## src/rtl/pwm_deadtime.sv

```systemverilog
// pwm_deadtime: complementary half-bridge gate driver with dead-time insertion.
//
// A raw PWM stream is split into a high-side drive (pwm_h) and a low-side
// drive (pwm_l). Whenever the bridge changes direction, both gates are held
// low for `dead` clock cycles so the two switches are never on together.
// Leaving OFF also inserts a full dead interval before any gate is driven.
//
// Optional feature: define PWM_DEADTIME_FAULT_EN to add a latched FAULT state
// with fault / fault_clr inputs and a fault_flag output.
//
// Every output is registered and decoded from the next state. Because each
// output is active in exactly one state, pwm_h and pwm_l can never be high
// in the same cycle.
module pwm_deadtime #(
    parameter int D = 8
) (
    input  logic         clk,
    input  logic         reset,
    input  logic         enable,
    input  logic         pwm_in,
    input  logic [D-1:0] dead,
    output logic         pwm_h,
    output logic         pwm_l,
    output logic         in_dead
`ifdef PWM_DEADTIME_FAULT_EN
    ,
    input  logic         fault,
    input  logic         fault_clr,
    output logic         fault_flag
`endif
);

    localparam logic [2:0] ST_OFF   = 3'd0;
    localparam logic [2:0] ST_HIGH  = 3'd1;
    localparam logic [2:0] ST_LOW   = 3'd2;
    localparam logic [2:0] ST_DEAD  = 3'd3;
`ifdef PWM_DEADTIME_FAULT_EN
    localparam logic [2:0] ST_FAULT = 3'd4;
`endif

    localparam logic [D-1:0] CNT_ZERO = {D{1'b0}};
    localparam logic [D-1:0] CNT_ONE  = {{(D-1){1'b0}}, 1'b1};

    logic [2:0]   state_r;
    logic [2:0]   state_s;
    logic [D-1:0] cnt_r;
    logic [D-1:0] cnt_s;
    logic         dead_zero_s;

    assign dead_zero_s = (dead == CNT_ZERO);

    // Next-state and dead-time counter logic (fault > enable > normal operation).
    always_comb begin
        state_s = state_r;
        cnt_s   = cnt_r;
`ifdef PWM_DEADTIME_FAULT_EN
        if (fault) begin
            state_s = ST_FAULT;
            cnt_s   = CNT_ZERO;
        end else if (state_r == ST_FAULT) begin
            // Latched until explicitly cleared while the fault is gone.
            cnt_s = CNT_ZERO;
            if (fault_clr) begin
                state_s = ST_OFF;
            end else begin
                state_s = ST_FAULT;
            end
        end else
`endif
        if (!enable) begin
            state_s = ST_OFF;
            cnt_s   = CNT_ZERO;
        end else begin
            case (state_r)
                ST_OFF: begin
                    // Startup always begins with a full dead interval.
                    if (dead_zero_s) begin
                        state_s = pwm_in ? ST_HIGH : ST_LOW;
                        cnt_s   = CNT_ZERO;
                    end else begin
                        state_s = ST_DEAD;
                        cnt_s   = dead;
                    end
                end
                ST_HIGH: begin
                    if (pwm_in) begin
                        state_s = ST_HIGH;
                    end else if (dead_zero_s) begin
                        state_s = ST_LOW;
                    end else begin
                        state_s = ST_DEAD;
                        cnt_s   = dead;
                    end
                end
                ST_LOW: begin
                    if (!pwm_in) begin
                        state_s = ST_LOW;
                    end else if (dead_zero_s) begin
                        state_s = ST_HIGH;
                    end else begin
                        state_s = ST_DEAD;
                        cnt_s   = dead;
                    end
                end
                ST_DEAD: begin
                    // pwm_in is only looked at on the expiry edge; a count of
                    // zero cannot normally occur here but is treated as expired.
                    if (cnt_r <= CNT_ONE) begin
                        state_s = pwm_in ? ST_HIGH : ST_LOW;
                        cnt_s   = CNT_ZERO;
                    end else begin
                        state_s = ST_DEAD;
                        cnt_s   = cnt_r - CNT_ONE;
                    end
                end
                default: begin
                    state_s = ST_OFF;
                    cnt_s   = CNT_ZERO;
                end
            endcase
        end
    end

    // State, counter and registered gate outputs decoded from the next state.
    always_ff @(posedge clk) begin
        if (reset) begin
            state_r    <= ST_OFF;
            cnt_r      <= CNT_ZERO;
            pwm_h      <= 1'b0;
            pwm_l      <= 1'b0;
            in_dead    <= 1'b0;
`ifdef PWM_DEADTIME_FAULT_EN
            fault_flag <= 1'b0;
`endif
        end else begin
            state_r    <= state_s;
            cnt_r      <= cnt_s;
            pwm_h      <= (state_s == ST_HIGH);
            pwm_l      <= (state_s == ST_LOW);
            in_dead    <= (state_s == ST_DEAD);
`ifdef PWM_DEADTIME_FAULT_EN
            fault_flag <= (state_s == ST_FAULT);
`endif
        end
    end

endmodule

```

## config.mk

```make
export PLATFORM = sky130hd
export DESIGN_NAME = pwm_deadtime
export DESIGN_NICKNAME = d
export VERILOG_FILES = /design/src/rtl/pwm_deadtime.sv
export SDC_FILE = /design/constraint.sdc
export NUM_CORES = 1
export LEC_CHECK = 0
export ABC_AREA = 1
export CAP_MARGIN = 20
export CORE_MARGIN = 3
export CORE_UTILIZATION = 55
export DETAILED_ROUTE_END_ITERATION = 12
export HOLD_SLACK_MARGIN = 0.06
export PLACE_DENSITY = 0.82
export REMOVE_ABC_BUFFERS = 1
export SLEW_MARGIN = 25
export SYNTH_ARGS = -nofsm -noshare
export SYNTH_HDL_FRONTEND = slang
export SYNTH_SLANG_ARGS = --single-unit
```

## constraint.sdc

```tcl
create_clock -name clk -period 3.2 [get_ports clk]
set_clock_uncertainty 0.2 [all_clocks]
set_input_delay 0.48 -clock clk [delete_from_list [all_inputs] [get_ports clk]]
set_output_delay 0.48 -clock clk [all_outputs]
set_load 0.03 [all_outputs]
```

# After elaboration in Yosys (flattened, before gate mapping)

Cells that the tools add are included.

Add/sub/neg operators: 1
Order comparisons: 1
Equal/unequal tests: 8
Multiplexer cells: 15
Bitwise gates (word level): 1
Reduce and logical (&&, ||, !) cells: 4

Operator list:

| operator            | number |
|---|---|
| $mux 8              | 5 |
| $pmux 8 s4          | 1 |
| $eq 3x2->1 const B  | 4 |
| $mux 2              | 6 |
| $pmux 3 s4          | 1 |
| $le 8x1->1 const B  | 1 |
| $logic_not 8->1     | 1 |
| $sub 8x1->8 const B | 1 |
| $eq 3x1->1 const B  | 2 |
| $ne 2x2->1 const B  | 2 |
| $logic_not 3->1     | 1 |
| $mux 3              | 1 |
| $reduce_and 2->1    | 1 |
| $reduce_or 2->1     | 1 |
| $mux 1              | 1 |
| $not 1->1           | 1 |

Flip-flop bits (word level): 14
Input port bits: 12
Output and inout bits: 3

# Logic depth before layout (Yosys ltp)

Gate-level depths: netlist (run 1).

Word-level depth: 6
Gate-level depth with buffers: 11

# Least setup slack after synthesis (run 1)

Ideal clock, no wire load.

Kind: flip-flop to flip-flop
From: reg cnt_r[0]
To: reg cnt_r[3]
Library setup time: 71 ps
Arrival: 1276 ps
Slack: 1653 ps
Stages on the path, launching flop included: 12
Period minus slack after synthesis: 1547 ps
Cells stage by stage: dfxtp_1 > inv_1 > ha_1 > inv_1 > nand2_1 > nand2_1 > nor2_2 > nor2_4 > nand2_1 > o21ai_0 > nand2_1 > a21oi_1

Cells in the longest elaborated chain, start to end: 3
Elaborated cells on any way between the ends: 4
Classes of those cells: add/sub (1); order compare (1); mux (2)

Ends and longest elaborated chain:

| element                                          | RTL line | RTL |
|---|---|---|
| start: declaration                               | 46       | `logic [D-1:0] cnt_r;` |
| start signal: assignment                         | 137      | `cnt_r <= cnt_s;` |
| $sub 8x1->8 / $le 8x1->1 (equally long branches) | 113, 108 |  |
| $mux 8 *                                         | 108      | `if (cnt_r <= CNT_ONE) begin` |
| $pmux 8 s4 *                                     | 74       | `case (state_r)` |

Every way passes the cells marked *; elsewhere a longest branch is shown, timed or not.
A chain may end at the register's enable or synchronous reset.

# Worst setup path after layout (run 1)

From: reg pwm_l
To: out pwm_l

RTL lines:

| element                  | RTL line | RTL |
|---|---|---|
| start: declaration       | 23       | `output logic pwm_l,` |
| start signal: assignment | 139      | `pwm_l <= (state_s == ST_LOW);` |

No word-level cell between the ends.

==> results of run 1 <==
## report_power, final
| group | switching (mW) | leakage [nW] | internal, mW |
|---|---|---|---|
| clock network | 0.0493 | 0.0150 | 0.0483 |
| logic | 0.0839 | 0.385 | 0.0570 |
| registers | 0.0105 | 0.106 | 0.172 |
## flip-flops by register name, summed over array words and instances, names as in the netlist
register / cells
in_dead: 1
cnt_r: 8
pwm_l: 1
pwm_h: 1
state_r: 2
## cell usage in the layout, fill, tap and decap left out, types with 2 or more instances in the layout
cell	n
nor2_4	2
a21oi_1	10
nand3_1	5
nand2_1	47
o21ai_0	6
nor2_2	4
clkdlybuf4s50_1	14
ha_1	7
inv_1	19
clkbuf_4	3
nand2_2	2
dfxtp_1	13
nor2_1	16
## metrics by stage
step | util [%] | hold WS (ns) | setup slack [ns] | cells | cell area (um2)
3_5_place_dp | 74.6 | 0.307 | 1.14 | 169 | 1040
4_1_cts | 76.5 | 0.317 | 1.25 | 173 | 1070
6_report | 76.5 | 0.316 | 1.26 | 173 | 1070
5_1_grt | 76.5 | 0.349 | 1.18 | 173 | 1070
2_1_floorplan | - | 0.268 | 1.65 | 140 | 885
3_3_place_gp | 74.6 | 0.296 | 1.19 | 169 | 1040
## final cells by class
class                           count  share of cell area (%)
Timing Repair Buffer               14                    13.1
Tap cell                           15                    1.75
Sequential cell                    13                    24.3
Inverter                           20                    7.02
Clock buffer                        4                    2.46
Multi-Input combinational cell    107                    51.3
## cells by family (layout without fill, tap and decap cells)
| kind of cell | Yosys count | in the layout | synth area share (%) |
|---|---|---|---|
| adders and majority gates | 7 | 7 | 9.90 |
| xor gates and xnor gates | 1 | 1 | 0.990 |
| muxes | 1 | 1 | 1.13 |
| DFF | 13 | 13 | 29.4 |
| and+or+nand+nor | 78 | 78 | 37.9 |
| buffers and inverters | 20 | 38 | 8.49 |
| AOI/OAI and AO/OA | 20 | 20 | 12.2 |
## final timing paths
path / to / slack [ns]
worst min-delay path: cnt_r[1] / 0.32
worst min register to register: cnt_r[1] / 0.32
worst max-delay path: pwm_l / 1.26
worst max register to register: cnt_r[4] / 1.40
## metal layers
metal | wire length (um) | part of all wire, % | vias up
met2 | 843 | 43 | 29
li1 | - | - | 470
met4 | 36 | 1.8 | 0
met5 | 0 | 0 | -
met3 | 112 | 5.7 | 6
met1 | 957 | 49 | 398
==> summary.txt, run 1 <==
Routing
  – Via count: 903
  – Residual DRC count: 0
  – Post-route ant nets: 0
  – Initial DRC count: 24
  – Wire per inst: 11.3 um
  – Routed wire length: 1950 um
  – Vias/cell: 5.22
  – 1st-pass router iterations: 4

Hold path
  – HP Start: cnt_r[1]
  – Min-delay worst type: reg -> reg
  – WHS Path Cells: 2

Status
  – Status: complete, no violations

Layout
  – Multi-input logic area: 549 um2
  – Number of inserted diodes: 0
  – Number of fillers in the final layout: 106
  – Share of layout cells above drive strength 1: 8.23%
  – Storage cell area: 260 um2
  – Area Growth Syn to Fin: 20.9%
  – Final net count: 178

Clocking
  – Postcts setup bufs: 0
  – Clock transition at path regs: 0.07 ns
  – Cts bufs inserted: 3
  – Max Root-Sink Buffers: 2
  – Clock root buffer master: clkbuf_4
  – PostCTS Resize Cnt: 0
  – CTS H-tree depth: 1
  – CTS tree: done
  – Worst skew pair latency: 0.27 ns
  – Sinks on Clock Net: 13
  – Hold_buf cts: 0

Global routing
  – Total GRT Usage: 22.2%
  – Met2 Track Usage GR: 33.5%
  – Vias in the first global route: 786
  – Met3 usage: 5.86%
  – Initial antenna violation count: 0
  – Largest net degree at the start of global routing: 10
  – First-pass GRT wire length: 3310 um
  – Overflow after GRT: 0
  – Met1 Usage GRT: 29.1%
  – GR peak layer: met2

STA
  – Fin. max-slew vios: 0
  – Worst-Margin Slew: 0.318 ns
  – RSZ-0062 raised after global routing: no
  – Fin Setup TNS: 0 ns
  – Max-slew headroom: 78.8%
  – Final Hold Vio Count: 0
  – Fmax: 516 MHz
  – Period minus WS final: 1.94 ns
  – # setup viols final: 0
  – Final Cycle Share: 60.6%

Critical path
  – CP top delay family: buffers and inverters
  – Cell depth of the worst setup path: 1
  – Crit path kind: reg -> out
  – Crit path max fanout: 1
  – Crit-path max cell delay: 0.67 ns
  – WP data arrival: 1.26 ns
  – Nature of the critical path endpoint: output pin
  – Reg2Reg Depth: 11
  – Critical R2R Launch: cnt_r[0]
  – Critical Path RT: 2.52 ns
  – CP startpoint: pwm_l
  – WP buf/inv: 1
  – Crit start category: flop
  – Worst-path cell chain: clkdlybuf4s50_1
  – CP max-delay cell: clkdlybuf4s50_1

Yosys
  – Async set-or-reset flop fraction in the synthesized netlist: 0%
  – Synth area leaders: dfxtp_1 29%, nand2_1 20%, ha_1 9.9%
  – Share of the synthesized area in the top cell type: 29.4%
  – Yosys Warn Count: 0
  – Number of synthesized flops with an enable pin: 0
  – Mapped Avg Cell Area: 6.32 um2
  – Ys flop type: dfxtp_1
  – Biggest area consumer among synthesized cells: dfxtp_1
  – Register area share after synthesis: 29.4%
  – Synth Cell Area: 885 um2
  – Synth Instances: 140
  – Synth Register Bits: 13
  – Synth cell types: 20
  – Post-synth top cells: 47 x nand2_1, 19 x inv_1, 16 x nor2_1
  – Count leader, synth: nand2_1

Placed design
  – Final Wtd Congestion: 0.836
  – Input/output buffers: 14
  – Half-perimeter wire length after placement: 1600 um

Floorplanning
  – I/O pin count: 15
  – # rows: 13
  – DIE AREA: 2130 um2
  – Initial core utilization: 63.2%
  – DIE HEIGHT: 46.1 um
  – CORE AREA: 1400 um2
  – Die Width: 46.1 um

Pwr
  – Pwr Total: 0.421 mW
  – Pleak: 0.506 nW
  – Power density over cell area: 393 nW/um2
  – Peak VDD IR: 0.262 mV

Flow run
  – Maxcap violations: 0
Power figures use the tool's default switching activity.
==> inputs of run 2 (changes only) <==
--- a/config.mk
+++ b/config.mk
@@ -8,10 +8,10 @@
 export ABC_AREA = 1
 export CAP_MARGIN = 20
 export CORE_MARGIN = 3
-export CORE_UTILIZATION = 55
+export CORE_UTILIZATION = 46
 export DETAILED_ROUTE_END_ITERATION = 12
 export HOLD_SLACK_MARGIN = 0.06
-export PLACE_DENSITY = 0.82
+export PLACE_DENSITY = 0.74
 export REMOVE_ABC_BUFFERS = 1
 export SLEW_MARGIN = 25
 export SYNTH_ARGS = -nofsm -noshare
==> constraint.sdc (replaced) <==
create_clock -name clk -period 1.6 [get_ports clk]
set_clock_uncertainty 0.2 [all_clocks]
set_input_delay 0.24 -clock clk [delete_from_list [all_inputs] [get_ports clk]]
set_output_delay 0.24 -clock clk [all_outputs]
set_load 0.03 [all_outputs]
==> run 2 against run 1 <==
Effect of this change:
- clock power increased by 110%
- sequential share of layout area decreased by 3.9 points
- power increased by 130%
- clock-buffer cell count unchanged
- flip-flop and latch count unchanged
- register-to-register slack got worse by 1.4 ns
- wire length increased by 26%
- combinational power increased to 2.8 times the previous value
- largest cell class unchanged
- the flow now finishes with violations (setup timing)
- critical path depth increased by 10
- core utilization decreased by 0.66 points
- non-clock buffer count increased by 12
==> summary.txt, run 2 (synthesis results as in run 1) <==
Status
  – Status: finished with violations (was complete, no violations)
  – Failing checks: setup timing

Floorplanning
  – I/O pin count: 15 (unchanged)
  – DIE AREA: 2490 um2 (was 2130 um2)
  – Initial core utilization: 50.1% (was 63.2%)
  – Die Width: 49.9 um (was 46.1 um)
  – # rows: 15 (was 13)
  – DIE HEIGHT: 49.9 um (was 46.1 um)
  – CORE AREA: 1760 um2 (was 1400 um2)

Layout
  – Most frequent cells in the layout: 42 x nand2_1, 15 x nor2_1, 12 x inv_1 (was 47 x nand2_1, 19 x inv_1, 16 x nor2_1)
  – Largest regs: cnt_r x8, state_r x2 (unchanged)
  – Top reg by flops: cnt_r (unchanged)
  – Area Growth Syn to Fin: 51.2% (was 20.9%)
  – Largest register FFs: 8 (unchanged)
  – Commonest non-fill, non-tap cell in the layout: nand2_1 (unchanged)
  – Finished Cell Area: 1340 um2 (was 1070 um2)
  – Share of layout cells above drive strength 1: 33.5% (was 8.23%)
  – Final net count: 190 (was 178)
  – Number of inserted diodes: 0 (unchanged)

Routing
  – Routed wire length: 2460 um (was 1950 um)
  – Via count: 966 (was 903)
  – Vias/cell: 4.95 (was 5.22)
  – Residual DRC count: 0 (unchanged)
  – Initial DRC count: 29 (was 24)
  – Wire per inst: 12.6 um (was 11.3 um)
  – 1st-pass router iterations: 4 (unchanged)
  – Post-route ant nets: 0 (unchanged)

STA
  – # setup viols final: 1 (was 0)
  – Max-slew headroom: 79.3% (was 78.8%)
  – Final Hold Vio Count: 0 (unchanged)
  – Final Cycle Share: 100%
  – Worst-Margin Slew: 0.312 ns (was 0.318 ns)
  – Final hold slack: 0.198 ns (was 0.316 ns)
  – PnR worst setup slack: -0.00130 ns (was 1.26 ns)
  – Fin. max-slew vios: 0 (unchanged)
  – RSZ-0062 raised after global routing: yes (was no)
  – Fin Setup TNS: -0.00130 ns (was 0 ns)
  – Fmax: 624 MHz
  – Period minus WS final: 1.60 ns

Placed design
  – Final Wtd Congestion: 0.895 (was 0.836)
  – Half-perimeter wire length after placement: 1680 um (was 1600 um)
  – Placement Setup Slack: -0.224 ns (was 1.14 ns)
  – Input/output buffers: 14 (unchanged)
  – Placement Cell Area: 1130 um2 (was 1040 um2)

Global routing
  – First-pass GRT wire length: 3710 um (was 3310 um)
  – Met1 Usage GRT: 23.9% (was 29.1%)
  – Overflow after GRT: 0 (unchanged)
  – Met3 usage: 2.72% (was 5.86%)
  – Met2 Track Usage GR: 33.3% (was 33.5%)
  – GR peak layer: met2 (unchanged)
  – Largest net degree at the start of global routing: 9 (was 10)
  – Initial antenna violation count: 0 (unchanged)
  – Vias in the first global route: 915 (was 786)
  – Total GRT Usage: 18.7% (was 22.2%)

Clocking
  – Clock root buffer master: clkbuf_4 (unchanged)
  – Worst skew pair latency: 0.27 ns (about the same)
  – Max Root-Sink Buffers: 2 (unchanged)
  – CTS tree: done (unchanged)
  – CTS H-tree depth: 1 (unchanged)
  – Sinks on Clock Net: 13 (unchanged)
  – Clock transition at path regs: 0.08 ns (was 0.07 ns)
  – Cts bufs inserted: 3 (unchanged)
  – Hold_buf cts: 0 (unchanged)

Pwr
  – Peak VDD IR: 0.586 mV (was 0.262 mV)
  – Pwr Total: 0.968 mW (was 0.421 mW)
  – Pleak: 0.610 nW (was 0.506 nW)
  – Power density over cell area: 724 nW/um2 (was 393 nW/um2)

Critical path
  – Crit path max fanout: 5 (was 1)
  – WP buf/inv: 2 (was 1)
  – WP data arrival: 1.61 ns (was 1.26 ns)
  – Crit path kind: reg -> reg (was reg -> out)
  – CP top delay family: simple AND/OR/NAND/NOR gates (was buffers and inverters)
  – Crit start category: flop (unchanged)
  – Crit-path max cell delay: 0.39 ns (was 0.67 ns)
  – Critical Path RT: 1.61 ns (was 2.52 ns)
  – Worst-path cell chain: inv_4 > ha_4 > inv_2 > nand2_2 > nand2_4 > nor2_4 > nor2_4 > nand2_1 > o21ai_2 > nand2_1 > a21oi_1 (was clkdlybuf4s50_1)
  – CP max-delay cell: dfxtp_4 (was clkdlybuf4s50_1)
  – Nature of the critical path endpoint: flop (was output pin)

Flow run
  – Maxcap violations: 0 (unchanged)

Hold path
  – Min-delay worst type: in -> reg (was reg -> reg)
-- run 2: changes by cell type in the layout (fill, tap and decap cells not counted), moves of 4 or more --
cell,previous run,this run
buf_4,0,11
ha_4,0,5
nand2_2,2,6
dfxtp_1,13,9
nand2_1,47,42
inv_1,19,12
clkdlybuf4s50_1,14,9
ha_1,7,1
-- run 2: layer usage --
layer  wire length [um]  vias up
met4                 22        0
met3                156        4
met2               1200       33
li1                   -      499
met1               1090      430
met5                  0        -
-- run 2: repair_timing --
item,CTS,global route
resized for setup,15,41
buffers inserted,1,1
pin swaps,2,16
endpoints found under the setup margin,14,13
-- run 2: tightest hold or removal path, cell delays in order --
cell,delay [ns]
dlymetal6s2s_1,0.14
nand2_1,0.08
nand2_2,0.05
nand2_1,0.05
a21oi_1,0.06
-- run 2: area by class of cell --
| type | instances | area (um2) |
|---|---|---|
| Inverter | 20 | 87.6 |
| Timing Repair Buffer | 26 | 235 |
| Multi-Input combinational cell | 107 | 684 |
| Fill cell | 155 | 427 |
| Clock buffer | 4 | 26.3 |
| Sequential cell | 13 | 273 |
| Tap cell | 25 | 31.3 |
-- run 2: report_power, final --
group / internal [mW] / switching [mW] / leakage [nW]
logic: 0.166 / 0.222 / 0.486
registers: 0.343 / 0.0271 / 0.109
clock network: 0.0965 / 0.113 / 0.0150
-- run 2: path summary, 6_finish.rpt --
| check | to | start | cells after the start | slack, ns |
|---|---|---|---|---|
| max | cnt_r[3] | cnt_r[0] | 11 | -0.001 |
| min | cnt_r[7] | dead[7] | 5 | 0.20 |
| max reg2reg | cnt_r[3] | cnt_r[0] | 11 | -0.001 |
| min reg2reg | cnt_r[6] | cnt_r[6] | 2 | 0.31 |
-- run 2: through the flow --
stage / instances / utilization [%]
6_report: 195 / 75.8
5_1_grt: 195 / 75.8
2_1_floorplan: 140 / -
3_3_place_gp: 189 / 64.1
3_5_place_dp: 189 / 64.1
4_1_cts: 194 / 67.1
==> inputs of run 3 (changes only) <==
--- a/config.mk
+++ b/config.mk
@@ -8,10 +8,10 @@
 export ABC_AREA = 1
 export CAP_MARGIN = 20
 export CORE_MARGIN = 3
-export CORE_UTILIZATION = 46
+export CORE_UTILIZATION = 40
 export DETAILED_ROUTE_END_ITERATION = 12
 export HOLD_SLACK_MARGIN = 0.06
-export PLACE_DENSITY = 0.74
+export PLACE_DENSITY = 0.65
 export REMOVE_ABC_BUFFERS = 1
 export SLEW_MARGIN = 25
 export SYNTH_ARGS = -nofsm -noshare
==> run 3 against run 2 <==
Effect of this change:
- the run still ends with setup timing left
- wire length barely moved
- global-route usage grew 0.44 points
- first-iteration DRC count is 10% higher
- combinational power up 5%
==> summary.txt, run 3 (synthesis results as in run 1) <==
Layout
  – Share of layout cells above drive strength 1: 38.6% (was 33.5%)
  – Final core occ: 68.1% (was 75.8%)
  – Commonest non-fill, non-tap cell in the layout: nand2_1 (unchanged)
  – Top reg by flops: cnt_r (unchanged)
  – Area Growth Syn to Fin: 55.7% (was 51.2%)
  – Number of inserted diodes: 0 (unchanged)
  – Final net count: 196 (was 190)
  – Largest register FFs: 8 (unchanged)
  – Final std cells w/o fill: 203 (was 195)
  – Most frequent cells in the layout: 37 x nand2_1, 15 x nor2_1, 15 x buf_4 (was 42 x nand2_1, 15 x nor2_1, 12 x inv_1)
  – Largest regs: cnt_r x8, state_r x2 (unchanged)

Critical path
  – R2R Path End: cnt_r[4] (was cnt_r[3])
  – WP data arrival: 1.64 ns (was 1.61 ns)
  – Reg2Reg Depth: 7 (was 11)
  – Crit path kind: reg -> reg (unchanged)
  – Nature of the critical path endpoint: flop (unchanged)
  – Critical Path RT: 1.61 ns (about the same)
  – R2r setup slk: -0.03 ns (was -0.001 ns)
  – Crit start category: flop (unchanged)
  – Crit path max fanout: 8 (was 5)
  – Critical R2R Launch: state_r[0] (was cnt_r[0])

Placed design
  – Input/output buffers: 14 (unchanged)
  – Placed instance count: 194 (was 189)
  – Half-perimeter wire length after placement: 1760 um (was 1680 um)
  – Placement Setup Slack: -0.263 ns (was -0.224 ns)
  – Final Wtd Congestion: 0.870 (was 0.895)

Floorplanning
  – CORE AREA: 2020 um2 (was 1760 um2)
  – Initial core utilization: 43.7% (was 50.1%)
  – DIE AREA: 2810 um2 (was 2490 um2)
  – I/O pin count: 15 (unchanged)
  – Die Width: 53.0 um (was 49.9 um)
  – DIE HEIGHT: 53.0 um (was 49.9 um)
  – # rows: 16 (was 15)

Clocking
  – CTS H-tree depth: 1 (unchanged)
  – Clock root buffer master: clkbuf_4 (unchanged)
  – Sinks on Clock Net: 13 (unchanged)
  – Clock transition at path regs: 0.08 ns (about the same)
  – Max Root-Sink Buffers: 2 (unchanged)
  – CTS tree: done (unchanged)
  – Worst skew pair latency: 0.28 ns (was 0.27 ns)
  – Cts bufs inserted: 3 (unchanged)

STA
  – Final Cycle Share: 102% (was 100%)
  – # setup viols final: 3 (was 1)
  – Final Hold Vio Count: 0 (unchanged)
  – Fin. max-slew vios: 0 (unchanged)
  – RSZ-0062 raised after global routing: yes (unchanged)
  – PnR worst setup slack: -0.0309 ns (was -0.00130 ns)
  – Max-slew headroom: 79.6% (was 79.3%)
  – Period minus WS final: 1.63 ns (was 1.60 ns)
  – Fmax: 613 MHz (was 624 MHz)
  – Worst-Margin Slew: 0.307 ns (was 0.312 ns)
  – Final hold slack: 0.303 ns (was 0.198 ns)

Hold path
  – Min-Delay Endpoint: cnt_r[6] (was cnt_r[7])
  – WHS Path Cells: 2 (was 5)
  – Min-delay worst type: reg -> reg (was in -> reg)
  – HP Start: cnt_r[6] (was dead[7])

Routing
  – Routed wire length: 2470 um (was 2460 um)
  – Wire per inst: 12.1 um (was 12.6 um)
  – Initial DRC count: 32 (was 29)
  – Via count: 967 (was 966)
  – 1st-pass router iterations: 4 (unchanged)
  – Post-route ant nets: 0 (unchanged)
  – Residual DRC count: 0 (unchanged)
  – Vias/cell: 4.76 (was 4.95)

Status
  – Status: finished with violations (unchanged)
  – Failing checks: setup timing (unchanged)

Pwr
  – Pleak: 0.617 nW (was 0.610 nW)
  – Peak VDD IR: 0.723 mV (was 0.586 mV)
  – Pwr Total: 0.982 mW (was 0.968 mW)
  – Power density over cell area: 713 nW/um2 (was 724 nW/um2)

Global routing
  – First-pass GRT wire length: 3890 um (was 3710 um)
  – Overflow after GRT: 0 (unchanged)
  – Vias in the first global route: 909 (was 915)
  – Total GRT Usage: 19.1% (was 18.7%)
  – Initial antenna violation count: 0 (unchanged)
  – Largest net degree at the start of global routing: 9 (unchanged)

Flow run
  – Maxcap violations: 0 (unchanged)
-- run 3: cell types whose count changed in the layout (fill, tap and decap cells not counted), moves of 3 or more --
| cell | before | now |
|---|---|---|
| nand2_2 | 6 | 11 |
| buf_4 | 11 | 15 |
| o21ai_1 | 2 | 5 |
| nand2_1 | 42 | 37 |
-- run 3: how the worst max path moves through the flow --
stage                    start        to  slack (ns)  cells after the start
floorplan             cnt_r[0]  cnt_r[4]        0.05                     11
global placement        pwm_in  cnt_r[7]       -0.25                      6
detailed placement      pwm_in  cnt_r[7]       -0.26                      6
CTS                 state_r[0]  cnt_r[7]      0.0004                      7
global route        state_r[0]  cnt_r[6]        -0.1                      7
finish              state_r[0]  cnt_r[4]       -0.03                      7
-- run 3: metal layers --
layer  part of all wire, %  vias up  track usage [%]
met2                    46       31             32.0
li1                      -      510                -
met3                   5.6        7             4.23
met5                     0        -                0
met4                   2.3        0             6.81
met1                    46      419             23.8
-- run 3: area by class of cell --
class | count | area (um2)
well taps | 27 | 33.8
flip-flops and latches | 13 | 268
fillers | 170 | 644
repair buffers | 32 | 283
clock buffers | 4 | 26.3
multi-input cells | 107 | 689
inverters | 20 | 77.6
-- run 3: timing repair --
action                                  4_1_cts  5_1_grt
pin swaps                                    10       15
endpoints found under the setup margin       16       13
gates resized for setup                      28       28
hold buffers                                  0        0
buffers inserted                              2        3
-- run 3: worst max-delay path, cell delays in order, from the launching register on --
cell and delay [ns]:
dfxtp_2 0.34, buf_6 0.12, ha_4 0.15, mux2i_2 0.17
nand2_2 0.12, nor2_4 0.22, nand2_1 0.08, a21oi_1 0.15
-- run 3: power breakdown --
| group | leakage [nW] | switching, mW | internal (mW) | total (mW) |
|---|---|---|---|---|
| Combinational | 0.494 | 0.227 | 0.179 | 0.406 |
| Sequential | 0.108 | 0.0214 | 0.345 | 0.366 |
| Clock | 0.0150 | 0.113 | 0.0970 | 0.210 |
| Total | 0.617 | 0.361 | 0.621 | 0.982 |
-- run 3: metrics by stage --
stage / setup TNS, ns / area (um2)
floorplan: 0 / 885
global placement: -2.11 / 1160
detailed placement: -2.43 / 1160
CTS: 0 / 1280
global route: -0.679 / 1380
finish: -0.0385 / 1380
